<file path="config.mk">
export PLATFORM = sky130hd
export DESIGN_NAME = seven_seg_scan_decoder
export DESIGN_NICKNAME = d
export VERILOG_FILES = /design/src/rtl/seven_seg_scan_decoder.sv
export SDC_FILE = /design/constraint.sdc
export NUM_CORES = 1
export LEC_CHECK = 0
export ABC_AREA = 1
export BUFFER_PORTS_ARGS = -buffer_cell sky130_fd_sc_hd__buf_2
export CORE_UTILIZATION = 36
export DETAILED_ROUTE_END_ITERATION = 12
export SKIP_CTS_REPAIR_TIMING = 1
export SYNTH_ARGS = -nofsm -noshare
export SYNTH_HDL_FRONTEND = slang
export SYNTH_SLANG_ARGS = --single-unit
</file>
<file path="constraint.sdc">
create_clock -name clk -period 1.65 [get_ports clk]
set_input_delay 0.165 -clock clk [delete_from_list [all_inputs] [get_ports clk]]
set_output_delay 0.165 -clock clk [all_outputs]
set_load 0.03 [all_outputs]
</file>
<file path="src/rtl/seven_seg_scan_decoder.sv">
// seven_seg_scan_decoder: passive monitor for a multiplexed 4-digit
// common-anode 7-segment bus. It waits for each digit slot to settle,
// decodes the glyph back to BCD and assembles the four digits into frames.
// Optional feature macro: SEG_HEX_EN (accept hex glyphs A..F).
module seven_seg_scan_decoder #(
  parameter int unsigned SETTLE_CYCLES = 16
) (
  input  logic        clk,
  input  logic        rst,
  input  logic [3:0]  an,
  input  logic [6:0]  seg,
  output logic [15:0] bcd_value,
  output logic        frame_valid,
  output logic [15:0] frame_cnt,
  output logic        pattern_err,
  output logic        anode_err
);

  localparam int unsigned CNT_W = $clog2(SETTLE_CYCLES + 1);
  localparam int unsigned SMP_W = 11;
  localparam logic [CNT_W-1:0] CNT_MAX = CNT_W'(SETTLE_CYCLES);
  localparam logic [CNT_W-1:0] CNT_ONE = CNT_W'(1);

  typedef enum logic {COLLECT, EMIT} state_t;

  state_t state, state_nxt;

  logic [SMP_W-1:0] smp_c;
  logic [SMP_W-1:0] prev;
  logic [CNT_W-1:0] stable_cnt;
  logic             capture_c;

  logic [3:0][3:0]  work, work_nxt;
  logic [3:0]       seen, seen_nxt;
  logic [15:0]      bcd_nxt, frame_cnt_nxt;
  logic             frame_valid_nxt, pattern_err_nxt, anode_err_nxt;

  logic             anode_slot, anode_bad;
  logic [1:0]       slot;
  logic [4:0]       glyph;

  // Active-low glyph to {legal, digit}
  function automatic logic [4:0] glyph_decode(input logic [6:0] s);
    logic [4:0] r;
    r = 5'h00;
    case (s)
      7'b1000000: r = {1'b1, 4'h0};
      7'b1111001: r = {1'b1, 4'h1};
      7'b0100100: r = {1'b1, 4'h2};
      7'b0110000: r = {1'b1, 4'h3};
      7'b0011001: r = {1'b1, 4'h4};
      7'b0010010: r = {1'b1, 4'h5};
      7'b0000010: r = {1'b1, 4'h6};
      7'b1111000: r = {1'b1, 4'h7};
      7'b0000000: r = {1'b1, 4'h8};
      7'b0010000: r = {1'b1, 4'h9};
`ifdef SEG_HEX_EN
      7'b0001000: r = {1'b1, 4'hA};
      7'b0000011: r = {1'b1, 4'hB};
      7'b1000110: r = {1'b1, 4'hC};
      7'b0100001: r = {1'b1, 4'hD};
      7'b0000110: r = {1'b1, 4'hE};
      7'b0001110: r = {1'b1, 4'hF};
`endif
      default:    r = 5'h00;
    endcase
    return r;
  endfunction

  assign smp_c     = {an, seg};
  // Strobe on the edge where the run of equal samples reaches SETTLE_CYCLES
  assign capture_c = (smp_c == prev) && (stable_cnt == (CNT_MAX - CNT_ONE));
  assign glyph     = glyph_decode(seg);

  // Stability filter: count consecutive equal samples, saturating
  always_ff @(posedge clk) begin
    if (rst) begin
      prev       <= '0;
      stable_cnt <= '0;
    end else begin
      prev <= smp_c;
      if (smp_c == prev) begin
        if (stable_cnt != CNT_MAX) stable_cnt <= stable_cnt + CNT_ONE;
      end else begin
        stable_cnt <= CNT_ONE;
      end
    end
  end

  // Anode classification: one-hot-low selects a slot, all-high is blanking
  always_comb begin
    anode_slot = 1'b0;
    anode_bad  = 1'b0;
    slot       = 2'd0;
    case (an)
      4'b1110: begin anode_slot = 1'b1; slot = 2'd0; end
      4'b1101: begin anode_slot = 1'b1; slot = 2'd1; end
      4'b1011: begin anode_slot = 1'b1; slot = 2'd2; end
      4'b0111: begin anode_slot = 1'b1; slot = 2'd3; end
      4'b1111: anode_bad = 1'b0;
      default: anode_bad = 1'b1;
    endcase
  end

  // Frame assembly next-state and registered-output logic
  always_comb begin
    state_nxt       = state;
    work_nxt        = work;
    seen_nxt        = seen;
    bcd_nxt         = bcd_value;
    frame_cnt_nxt   = frame_cnt;
    frame_valid_nxt = 1'b0;
    pattern_err_nxt = 1'b0;
    anode_err_nxt   = 1'b0;
    case (state)
      COLLECT: begin
        if (capture_c) begin
          if (anode_bad) begin
            anode_err_nxt = 1'b1;
          end else if (anode_slot) begin
            if (glyph[4]) begin
              work_nxt[slot] = glyph[3:0];
              seen_nxt[slot] = 1'b1;
              if (seen_nxt == 4'b1111) begin
                state_nxt       = EMIT;
                frame_valid_nxt = 1'b1;
                bcd_nxt         = work_nxt;
                frame_cnt_nxt   = frame_cnt + 16'd1;
              end
            end else begin
              pattern_err_nxt = 1'b1;
            end
          end
        end
      end
      EMIT: begin
        seen_nxt  = 4'b0000;
        state_nxt = COLLECT;
      end
      default: state_nxt = COLLECT;
    endcase
  end

  // State and output registers
  always_ff @(posedge clk) begin
    if (rst) begin
      state       <= COLLECT;
      work        <= '0;
      seen        <= '0;
      bcd_value   <= '0;
      frame_cnt   <= '0;
      frame_valid <= 1'b0;
      pattern_err <= 1'b0;
      anode_err   <= 1'b0;
    end else begin
      state       <= state_nxt;
      work        <= work_nxt;
      seen        <= seen_nxt;
      bcd_value   <= bcd_nxt;
      frame_cnt   <= frame_cnt_nxt;
      frame_valid <= frame_valid_nxt;
      pattern_err <= pattern_err_nxt;
      anode_err   <= anode_err_nxt;
    end
  end

  // The settle filter needs at least two cycles, so EMIT never sees a capture
  a_no_capture_in_emit: assert property (@(posedge clk) disable iff (rst)
    (state == EMIT) |-> !capture_c);

endmodule

</file>
Word level (Yosys, flattened, before mapping)

Cells that the tools add are included.

Bits in registers: 72

$add $sub $neg: 2
Magnitude comparators: 2
Eq/ne operators: 23
Multiplexer cells: 23
Bitwise gates (word level): 6
Reduce and logical (&&, ||, !) cells: 12

Operators by type and width:

| operator              | count |
|---|---|
| $pmux 5 s10           | 1 |
| $eq 7x5->1 const B    | 3 |
| $eq 7x7->1 const B    | 3 |
| $eq 4x4->1 const B    | 5 |
| $mux 4                | 5 |
| $add 16x1->16 const B | 1 |
| $bwmux 16             | 1 |
| $eq 7x6->1 const B    | 2 |
| $eq 11x11->1          | 1 |
| $mux 1                | 11 |
| $reduce_or 5->1       | 2 |
| $demux 4 s2           | 1 |
| $ne 2x2->1 const B    | 4 |
| $pmux 4 s2            | 1 |
| $eq 7x2->1 const B    | 1 |
| $logic_not 7->1       | 1 |
| $pmux 2 s3            | 1 |
| $reduce_and 6->1      | 1 |
| $add 5x1->5 const B   | 1 |
| $eq 5x4->1 const B    | 1 |
| $ne 5x5->1 const B    | 1 |
| $not 1->1             | 5 |
| $reduce_and 5->1      | 1 |
| $eq 4x3->1 const B    | 1 |
| 11 further kinds      | 13 |

Depth between registers and ports, before layout

Gate-level depths: netlist of run 1.

Depth after elaboration: 14
Depth in mapped cells: 15

Worst setup path before layout of run 1

Ideal clock, no wire load.

Kind: reg2reg
Start: reg frame_cnt[0]
End: reg frame_cnt[14]
Arrival: 1.690 ns
Setup slack: -0.149 ns
Cell stages (with the launch flop): 9
Clock period less this slack: 1.799 ns
Path through: dfxtp_1 -> ha_1 -> nand2_1 -> nor3_1 -> nand3_1 -> nor3_1 -> nand4_1 -> nand2_1 -> nor2_1

Longest elaborated chain between the ends: 1

RTL lines:

| what                     | RTL line | RTL |
|---|---|---|
| start: declaration       | 14       | `output logic [15:0] frame_cnt,` |
| start signal: assignment | 160      | `frame_cnt <= frame_cnt_nxt;` |
| $add 16x1->16            | 128      | `frame_cnt_nxt = frame_cnt + 16'd1;` |

Every way passes these cells.
A chain may end at the register's enable or synchronous reset.

Final worst setup path of run 1

Start: reg stable_cnt[1]
End: reg frame_cnt[4]

Longest elaborated chain between the ends: 3

RTL lines:

| what                       | RTL line | RTL |
|---|---|---|
| start: declaration         | 30       | `logic [CNT_W-1:0] stable_cnt;` |
| start signal: assignment   | 83       | `if (stable_cnt != CNT_MAX) stable_cnt <= stable_cnt + CNT_ONE;` |
| $eq 5x4->1                 | 72       | `assign capture_c = (smp_c == prev) && (stable_cnt == (CNT_MAX - CNT_ONE));` |
| $logic_and 1x1->1          | 72       |  |
| $reduce_and 6->1 (no line) | n/a      |  |

Every way passes these cells.

==> reports/metrics.csv, run 1 <==
stage;metric;value;unit
worst_setup_path;worstPathMaxFanout;6;
floorplanning;die_h;105;microns
power;peakVddDrop;0.434;mV
route;drtPass1Iterations;4;
timing;fmax;577;MHz
grt;grt_use_total;0.173;
route;wl_per_cell;11.7;microns
worst_hold_path;hold_class;input port to flop;
job;maxCapViolCount;0;
status;violations;negative setup slack;
timing;finalSetupViolCount;32;
timing;drv_slew;0;
route;drc;0;
grt;grt_pass1_vias;3449;
worst_setup_path;end_kind;flop;
logic_synthesis;syn_area;3820;sq um
route;vias;3802;
timing;fin_setup_tns;-0.952;ns
timing;slew_headroom;0.651;
route;ant_nets;0;
cts;cts_tree;built;
status;outcome;finished with violations;
worst_setup_path;start_kind;flop;
logic_synthesis;ys_types;32;
placed_design;hpwl;6790;microns
cts;clkSinkCount;71;
layout;syn2layout_area_growth;36.7;%
floorplanning;die_area;11000;sq um
layout;layout_commonest_cell;nor2_1;
timing;hold_slack;0.118;ns
floorplanning;dieWidth;105;microns
cts;cts_buffers;9;
logic_synthesis;yosys_warnings;0;
placed_design;gp_congestion;0.859;
timing;hold_violations;0;
placed_design;pre_cts_slack;-0.167;ns
cts;clkTransAtPathRegs;0.09;ns
worst_setup_path;critical_path.startpoint;stable_cnt[1];
layout;antenna_cells;0;
power;p_leak;2.42;nW
power;p_per_area;695;nW/um^2
worst_setup_path;worstPathRequired;1.91;ns
logic_synthesis;seq_area_frac_synth;0.372;
worst_setup_path;reg2reg_from;stable_cnt[1];
layout;final_cell_mix;nor2_1 (119), nand2_1 (118), inv_1 (74), dfxtp_1 (62), buf_4 (48);
cts;root_buffer;clkbuf_8;
layout;nNetsFinal;704;
worst_setup_path;worstPathCellList;ha_4, nand2_4, nor2_4, ha_4, buf_6, buf_6, nand3_4, nor2_4, clkbuf_16, nand3_2, nand2_1, nor2_1;
logic_synthesis;netlist_instances;584;
timing;rsz0062_at_grt;yes;
logic_synthesis;syn-mean-instance-area;6.55;sq um
timing;fin_crit_sh;1.05;
grt;antenna_found_initial;0;
placed_design;io_buffers;47;
timing;fin_ws;-0.0845;ns
route;totalWireLength;9730;microns
cts;clock_tree.buffer_depth;2;
worst_setup_path;worstSetupPathType;flop to flop;
worst_setup_path;crit_path_max_incr_delay;0.36;ns
timing;skew;0.0133;ns
worst_setup_path;rrSetupSlack;-0.08;ns
logic_synthesis;ys_seq_elements;71;
grt;grt_pass1_wl;15300;microns
cts;h-tree-depth;3;
logic_synthesis;synth_nets;601;
floorplanning;io_pins;48;
cts;clock_latency;0.35;ns
worst_setup_path;arrival;1.99;ns
grt;overflow;0;
grt;grt_max_degree;49;
timing;worst_pin_slew;0.524;ns
timing;post-route-min-period;1.73;ns
floorplanning;initial_core_util;0.371;
worst_setup_path;rr_worst_depth;12;
worst_setup_path;reg2reg_to;frame_cnt[4];
floorplanning;core;10300;sq um
route;drtIter0Drc;186;
floorplanning;rows;37;
route;vias_per_cell;4.59;
worst_setup_path;slowest_stage;dfxtp_2;
layout;drive_gt1_frac;0.314;
worst_setup_path;critical_path.endpoint;frame_cnt[4];
worst min path at each step:
stage	endpoint	depth (start not counted)	start
2_1_floorplan	prev[10]	2	an[3]
3_3_place_gp	seen[2]	2	seen[2]
3_5_place_dp	work[15]	2	work[15]
4_1_cts	prev[0]	3	seg[0]
5_1_grt	prev[0]	3	seg[0]
6_report	prev[0]	3	seg[0]
layout make-up:
class                           instances  area, sq um
Fill cell                            1022         5090
Multi-Input combinational cell        410         2220
Sequential cell                        71         1430
Timing Repair Buffer                  110          863
Inverter                               85          322
Tap cell                              136          170
Clock buffer                           10          128
Clock inverter                          6         92.6
state kept, by name (all words and copies together) (netlist names):
| register | count |
|---|---|
| bcd_value | 16 |
| frame_cnt | 16 |
| work | 16 |
| prev | 11 |
| stable_cnt | 5 |
| seen | 4 |
| anode_err | 1 |
| frame_valid | 1 |
| pattern_err | 1 |
where the power goes:
group | switching [mW] | internal, mW
Sequential | 0.00884 | 1.73
Clock | 0.713 | 0.860
Combinational | 0.197 | 0.125
per-layer routing:
layer	share of wire	track usage	vias to the layer above	wire (microns)
met3	0.025	0.0250	13	243
met1	0.47	0.212	1713	4550
met2	0.49	0.303	54	4750
li1	-	-	2022	-
met4	0.019	0.0674	0	182
met5	0	0	-	0
worst max-delay path: cells and delay by family (launching register included):
kind / cells / cell delay, ns
flops: 1 / 0.36
buf+inv: 3 / 0.38
simple gates: 7 / 0.59
fa+ha+maj: 2 / 0.31
synthesized netlist by cell type:
| library cell | number | area share |
|---|---|---|
| a21oi_1 | 11 | 0.014 |
| buf_1 | 2 | 0.0020 |
| buf_2 | 5 | 0.0065 |
| buf_4 | 6 | 0.012 |
| buf_6 | 1 | 0.0029 |
| clkbuf_1 | 4 | 0.0039 |
| clkinv_1 | 2 | 0.0020 |
| dfxtp_1 | 71 | 0.37 |
| ha_1 | 4 | 0.013 |
| inv_1 | 78 | 0.077 |
| inv_2 | 4 | 0.0039 |
| inv_4 | 1 | 0.0016 |
| nand2_1 | 132 | 0.13 |
| nand2_2 | 6 | 0.0098 |
| nand2_4 | 2 | 0.0059 |
| nand3_1 | 35 | 0.046 |
| nand3_2 | 1 | 0.0026 |
| nand3_4 | 2 | 0.0092 |
| nand4_1 | 12 | 0.020 |
| nand4_4 | 3 | 0.017 |
| nor2_1 | 121 | 0.12 |
| nor2_2 | 10 | 0.016 |
| nor2_4 | 5 | 0.015 |
| nor2_8 | 1 | 0.0052 |
| nor3_1 | 11 | 0.014 |
| o2111ai_1 | 1 | 0.0023 |
| o21ai_0 | 24 | 0.031 |
| o21ai_1 | 19 | 0.025 |
| o21ai_2 | 3 | 0.0069 |
| o31ai_1 | 1 | 0.0020 |
| xnor2_1 | 3 | 0.0069 |
| xor2_1 | 3 | 0.0069 |
logic make-up after synthesis:
family / count (synthesis) / share of synthesized area
fa+ha+maj: 4 / 0.0131
flops: 71 / 0.372
buf+inv: 103 / 0.111
compound gates: 59 / 0.0818
xor+xnor: 6 / 0.0137
simple gates: 341 / 0.409
stage by stage:
step | instance area, sq um | utilization | std cells | total power, mW
2_1_floorplan | 3840 | - | 584 | 1.96
3_3_place_gp | 4570 | 0.443 | 800 | 2.07
3_5_place_dp | 4570 | 0.443 | 800 | 2.08
4_1_cts | 4790 | 0.464 | 816 | 3.64
5_1_grt | 5230 | 0.506 | 828 | 3.79
6_report | 5230 | 0.506 | 828 | 3.63
No activity file was read; power rests on OpenSTA's default activity.
==> run 2, diff against run 1 <==
--- a/config.mk
+++ b/config.mk
@@ -9,6 +9,7 @@
 export BUFFER_PORTS_ARGS = -buffer_cell sky130_fd_sc_hd__buf_2
 export CORE_UTILIZATION = 36
 export DETAILED_ROUTE_END_ITERATION = 12
+export PLACE_DENSITY = 0.61
 export SKIP_CTS_REPAIR_TIMING = 1
 export SYNTH_ARGS = -nofsm -noshare
 export SYNTH_HDL_FRONTEND = slang
==> run 2 against run 1 <==
Against the previous run:
- the flow still finishes with violations (negative setup slack)
- cell count fell by 1.2%
- combinational power fell by 5%
- count of clock-buffer cells in the layout rose by 1
- sequential power barely moved
- final area fell by 3.3%
- clock skew fell by 0.0035 ns
- wire length fell by 1.8%
- utilization fell by 1.6 points
- die area did not move
- via count rose by 1.4%
- worst hold slack improved by 0.024 ns
- critical path depth did not move
- critical path type unchanged
- largest cell class unchanged
==> reports/metrics.csv, run 2 (synthesis gave the netlist of run 1 again) <==
stage;metric;value;unit;change
job;maxCapViolCount;0;;unchanged
worst_setup_path;end_kind;flop;;
route;ant_nets;0;;unchanged
placed_design;io_buffers;47;;unchanged
status;violations;negative setup slack;;
layout;fin_area;5060;sq um;-3.3%
layout;largestRegisters;bcd_value x16, frame_cnt x16, work x16;;
timing;skew;0.00984;ns;-0.00346 ns
cts;clock_tree.buffer_depth;2;;unchanged
cts;clkTransAtPathRegs;0.08;ns;about the same
cts;cts_tree;built;;
layout;antenna_cells;0;;unchanged
worst_hold_path;hold_class;input port to flop;;
placed_design;hpwl;6780;microns;-0.15%
route;vias;3854;;+1.4%
cts;root_buffer;clkbuf_8;;
floorplanning;dieWidth;105;microns;unchanged
power;peakVddDrop;0.292;mV;-33%
grt;overflow;0;;unchanged
status;outcome;finished with violations;;
placed_design;pre_cts_slack;-0.199;ns;-0.0315 ns
worst_setup_path;rr_worst_depth;12;;unchanged
grt;antenna_found_initial;0;;unchanged
floorplanning;io_pins;48;;unchanged
floorplanning;rows;37;;unchanged
cts;h-tree-depth;3;;unchanged
worst_setup_path;worstSetupPathType;flop to flop;;
cts;clkSinkCount;71;;unchanged
layout;finalNonFillerCells;818;;-1.2%
timing;slew_headroom;0.662;;+0.0108
placed_design;gp_congestion;0.864;;+0.51%
layout;layout_commonest_cell;nand2_1;;
route;vias_per_cell;4.71;;+2.6%
worst_setup_path;worstPathMaxFanout;6;;unchanged
cts;clock_latency;0.35;ns;about the same
placed_design;placed_cells;797;;-0.38%
timing;hold_slack;0.141;ns;+0.0238 ns
timing;fin_ws;-0.0582;ns;+0.0263 ns
worst_hold_path;hold_depth;3;;unchanged
power;p_leak;2.36;nW;-2.3%
timing;worst_pin_slew;0.507;ns;-0.0163 ns
route;wl_per_cell;11.7;microns;-0.59%
placed_design;place_area;4550;sq um;-0.49%
route;drtIter0Drc;201;;+8.1%
route;totalWireLength;9550;microns;-1.8%
worst_setup_path;slowest_stage;dfxtp_2;;
grt;grt_pass1_vias;3554;;+3.0%
floorplanning;core;10300;sq um;unchanged
grt;grt_pass1_wl;15600;microns;+1.5%
floorplanning;die_area;11000;sq um;unchanged
timing;fin_setup_tns;-0.312;ns;+0.640 ns
grt;grt_max_degree;49;;unchanged
route;drtPass1Iterations;6;;+2
timing;rsz0062_at_grt;yes;;
worst_setup_path;worstPathCellList;ha_4, nand2_4, nor2_4, ha_4, nand4_4, nor2_4, buf_12, clkbuf_16, nand3_1, nand2_1, inv_1, nor2_1;;
cts;cts_buffers;9;;unchanged
timing;finalSetupViolCount;16;;-50%
layout;final_cell_mix;nand2_1 (124), nor2_1 (117), inv_1 (74), dfxtp_1 (63), buf_2 (47);;
floorplanning;die_h;105;microns;unchanged
timing;drv_slew;0;;unchanged
timing;fmax;585;MHz;+1.5%
worst_setup_path;start_kind;flop;;
grt;grt_use_total;0.175;;+0.00244
floorplanning;initial_core_util;0.371;;unchanged
route;drc;0;;unchanged
layout;syn2layout_area_growth;32.3;%;
timing;hold_violations;0;;unchanged
layout;drive_gt1_frac;0.286;;-0.0277
worst_setup_path;worstPathRequired;1.93;ns;+0.02 ns
timing;fin_crit_sh;1.04;;-0.0160
worst_setup_path;arrival;1.99;ns;about the same
power;p_per_area;682;nW/um^2;-1.8%
layout;nNetsFinal;696;;-1.1%
worst_setup_path;crit_path_max_incr_delay;0.35;ns;about the same
timing;post-route-min-period;1.71;ns;-0.0263 ns
==> run 2: changes by cell type in the layout (fill, tap and decap cells not counted), moves of 4 or more <==
| cell | previous run | this run |
|---|---|---|
| nand2_2 | 18 | 12 |
| nand2_1 | 118 | 124 |
| buf_6 | 6 | 1 |
| nand3_1 | 23 | 27 |
| buf_4 | 48 | 44 |
==> run 2: stage by stage <==
step                power (mW)   util
finish                    3.45  0.490
global route              3.61  0.490
detailed placement        2.07  0.441
CTS                       3.49  0.460
floorplan                 1.96      -
global placement          2.06  0.441
==> run 2: final cells by class <==
class,instances,area [sq um]
inverters,85,322
clock buffers,11,151
repair buffers,101,767
well taps,136,170
fillers,1005,5270
clock inverters,3,43.8
flip-flops and latches,71,1430
multi-input cells,411,2170
==> run 2: path summary, 6_finish.rpt <==
path / end / startpoint / slack [ns]
worst max-delay path: frame_cnt[11] / stable_cnt[1] / -0.06
worst min-delay path: prev[2] / seg[2] / 0.14
worst max register to register: frame_cnt[11] / stable_cnt[1] / -0.06
worst min register to register: seen[2] / seen[2] / 0.47
==> run 2: worst max-delay path: cells and delay by family, from the launching register on <==
kind / cells / cell delay [ns]
fa+ha+maj: 2 / 0.32
flops: 1 / 0.35
buf+inv: 3 / 0.31
simple gates: 7 / 0.67
==> run 2: per-layer routing <==
metal  global-route usage  share of wire  up-vias
met1                0.210           0.46     1757
met2                0.303           0.49       73
met3               0.0374          0.033       14
li1                     -              -     2010
met4               0.0704          0.016        0
met5                    0              0        -
==> run 2: power breakdown <==
group	internal [mW]	total, mW	leakage [nW]	switching (mW)
clock	0.765	1.41	0.101	0.643
sequential	1.73	1.74	0.578	0.00912
combinational	0.114	0.305	1.68	0.191
==> run 3, diff against run 2 <==
--- a/config.mk
+++ b/config.mk
@@ -5,9 +5,10 @@
 export SDC_FILE = /design/constraint.sdc
 export NUM_CORES = 1
 export LEC_CHECK = 0
-export ABC_AREA = 1
+export ABC_AREA = 0
 export BUFFER_PORTS_ARGS = -buffer_cell sky130_fd_sc_hd__buf_2
 export CORE_UTILIZATION = 36
+export CTS_BUF_LIST = sky130_fd_sc_hd__clkbuf_16
 export DETAILED_ROUTE_END_ITERATION = 12
 export PLACE_DENSITY = 0.61
 export SKIP_CTS_REPAIR_TIMING = 1
==> run 3 against run 2 <==
Against the previous run:
- the run still ends with negative setup slack left
- count of clock-buffer cells in the layout is 2 lower
- sequential share of layout area up 0.88 points
- power rose by 6.6%
- setup slack got worse by 0.49 ns
- sequential power is essentially flat
- largest cell class unchanged
==> reports/metrics.csv, run 3 <==
stage;metric;value;unit;change
floorplanning;io_pins;48;;unchanged
logic_synthesis;seq_area_frac_synth;0.404;;+0.0327
route;drtIter0Drc;138;;-31%
route;ant_nets;0;;unchanged
route;drc;0;;unchanged
timing;drv_slew;0;;unchanged
power;peakVddDrop;0.572;mV;+96%
timing;slew_headroom;0.566;;-0.0953
power;p_total;3.68;mW;+6.6%
logic_synthesis;syn_area;3520;sq um;-8.1%
status;violations;negative setup slack;;
layout;layout_commonest_cell;dfxtp_1;;
logic_synthesis;yosys_warnings;0;;unchanged
worst_setup_path;arrival;2.44;ns;+0.45 ns
power;p_leak;2.01;nW;-15%
timing;post-route-min-period;2.20;ns;+0.489 ns
layout;drive_gt1_frac;0.358;;+0.0722
worst_setup_path;start_kind;flop;;
logic_synthesis;netlist_instances;382;;-35%
layout;final_cell_mix;dfxtp_1 (68), buf_4 (60), buf_2 (47), mux2i_1 (32), nand2_1 (27);;
grt;grt_pass1_vias;2884;;-19%
timing;fin_ws;-0.547;ns;-0.489 ns
logic_synthesis;synth_ff_type;dfxtp_1;;
floorplanning;rows;35;;-5.4%
route;drtPass1Iterations;4;;-2
worst_setup_path;worstPathMaxFanout;4;;-2
layout;antenna_cells;0;;unchanged
logic_synthesis;ys_seq_elements;71;;unchanged
cts;cts_buffers;9;;unchanged
cts;cts_tree;built;;
worst_setup_path;slowest_stage;a2111o_1;;
worst_setup_path;rrSetupSlack;-0.55;ns;-0.49 ns
floorplanning;dieWidth;101;microns;-4.0%
cts;clock_latency;0.33;ns;-0.02 ns
logic_synthesis;syn-mean-instance-area;9.20;sq um;+41%
logic_synthesis;synth_edf_count;0;;unchanged
status;outcome;finished with violations;;
logic_synthesis;ys_top_cells_by_count;dfxtp_1 (71), mux2i_1 (32), a21oi_1 (28), nand2_1 (28), nor2_1 (26);;
floorplanning;die_h;101;microns;-4.0%
logic_synthesis;yosysMostFrequentCell;dfxtp_1;;
worst_setup_path;worstSetupPathType;flop to flop;;
placed_design;gp_congestion;0.831;;-3.8%
worst_hold_path;hold_class;input port to flop;;
timing;skew;0.00803;ns;-0.00181 ns
grt;grt_use_total;0.177;;+0.00194
cts;clkTransAtPathRegs;0.05;ns;-0.03 ns
timing;finalSetupViolCount;54;;+38
timing;fin_crit_sh;1.33;;+0.296
cts;clock_tree.buffer_depth;2;;unchanged
cts;root_buffer;clkbuf_16;;
placed_design;pre_cts_slack;-0.684;ns;-0.485 ns
placed_design;io_buffers;47;;unchanged
cts;clkSinkCount;71;;unchanged
logic_synthesis;ys_types;58;;+81%
worst_setup_path;worstPathCellList;ha_4, and3_4, ha_4, buf_6, nand4_1, a2111o_1, nor3_4, mux2i_1;;
grt;antenna_found_initial;0;;unchanged
worst_setup_path;cp_common_cell;ha_4;;
floorplanning;initial_core_util;0.375;;+0.00467
timing;worst_pin_slew;0.646;ns;+0.139 ns
route;wl_per_cell;14.3;microns;+23%
grt;overflow;0;;unchanged
power;p_per_area;753;nW/um^2;+10%
route;totalWireLength;8960;microns;-6.2%
logic_synthesis;synth_top_cell_by_area;dfxtp_1;;
route;vias_per_cell;5.00;;+6.1%
placed_design;place_area;4270;sq um;-6.1%
logic_synthesis;synth_area_leaders;dfxtp_1 (40%), mux2i_1 (9.1%), a21oi_1 (4.0%), nand2b_1 (3.2%), nand2_1 (3.0%);;
route;vias;3128;;-19%
floorplanning;die_area;10200;sq um;-7.9%
timing;rsz0062_at_grt;yes;;
cts;h-tree-depth;3;;unchanged
job;maxCapViolCount;0;;unchanged
logic_synthesis;synth_async_sr_flop_share;0;;unchanged
floorplanning;core;9370;sq um;-9.2%
placed_design;hpwl;6040;microns;-11%
grt;grt_max_degree;34;;-31%
timing;fin_setup_tns;-21.56;ns;-21.25 ns
timing;hold_violations;0;;unchanged
worst_setup_path;crit_path_max_incr_delay;0.50;ns;+0.15 ns
layout;fin_area;4880;sq um;-3.4%
grt;grt_pass1_wl;14100;microns;-9.6%
logic_synthesis;synth_nets;399;;-34%
worst_setup_path;end_kind;flop;;
layout;syn2layout_area_growth;38.9;%;
layout;nNetsFinal;513;;-26%
logic_synthesis;synth_top_area_share;0.404;;+0.0327
layout;largestRegisters;bcd_value x16, frame_cnt x16, work x16;;
timing;fmax;455;MHz;-22%
worst_setup_path;worstPathRequired;1.90;ns;-0.03 ns
==> run 3: cell types whose count changed after synthesis, sizes merged, moves of 25 or more <==
| cell | before | now |
|---|---|---|
| mux2i | 0 | 32 |
| nand2 | 140 | 28 |
| inv | 83 | 8 |
| nand3 | 38 | 11 |
| o21ai | 46 | 21 |
| nor2 | 137 | 26 |
==> run 3: worst max-delay path, delay by kind of cell (launching register included) <==
family	cells	cell delay [ns]
AO/OA/AOI/OAI	1	0.50
flip-flops	1	0.35
adder cells (fa/ha/maj)	2	0.28
buffers and inverters	1	0.09
multiplexers	1	0.25
AND/OR/NAND/NOR	3	0.64
==> run 3: report_power, final <==
group	internal (mW)	switching (mW)	leakage (nW)
Combinational	0.137	0.155	1.32
Sequential	1.73	0.00763	0.576
Clock	0.971	0.675	0.114
Total	2.84	0.838	2.01
==> run 3: layout make-up <==
class	instances	area, sq um
fill	870	4490
multi-input combinational	280	2090
tap	129	161
sequential	71	1430
clock inverter	3	15.0
clock buffer	9	225
timing repair buffer	126	935
inverter	8	30.0
==> run 3: through the flow <==
| step | hold slack, ns | instances | utilization |
|---|---|---|---|
| 4_1_cts | 0.102 | 610 | 0.482 |
| 3_3_place_gp | 0.438 | 598 | 0.456 |
| 3_5_place_dp | 0.441 | 598 | 0.456 |
| 6_report | 0.110 | 626 | 0.521 |
| 2_1_floorplan | 0.293 | 382 | - |
| 5_1_grt | 0.119 | 626 | 0.521 |
==> run 3: metal layers <==
layer / share of wire / vias to the layer above / GRT usage
li1: - / 1574 / -
met1: 0.46 / 1505 / 0.236
met2: 0.49 / 39 / 0.283
met3: 0.031 / 10 / 0.0354
met4: 0.015 / 0 / 0.0635
met5: 0 / - / 0
==> run 3: cells by family after synthesis <==
| family | synth area share |
|---|---|
| AND/OR/NAND/NOR | 0.257 |
| AO/OA/AOI/OAI | 0.135 |
| flip-flops | 0.404 |
| multiplexers | 0.0943 |
| buffers and inverters | 0.0473 |
| XOR/XNOR | 0.0448 |
| adder cells (fa/ha/maj) | 0.0171 |
==> run 3: worst paths after layout <==
path,start,endpoint,cells past startpoint
worst max-delay path,stable_cnt[1],work[13],8
worst min-delay path,seg[5],prev[5],2
worst max register to register,stable_cnt[1],work[13],8
worst min register to register,bcd_value[1],bcd_value[1],2
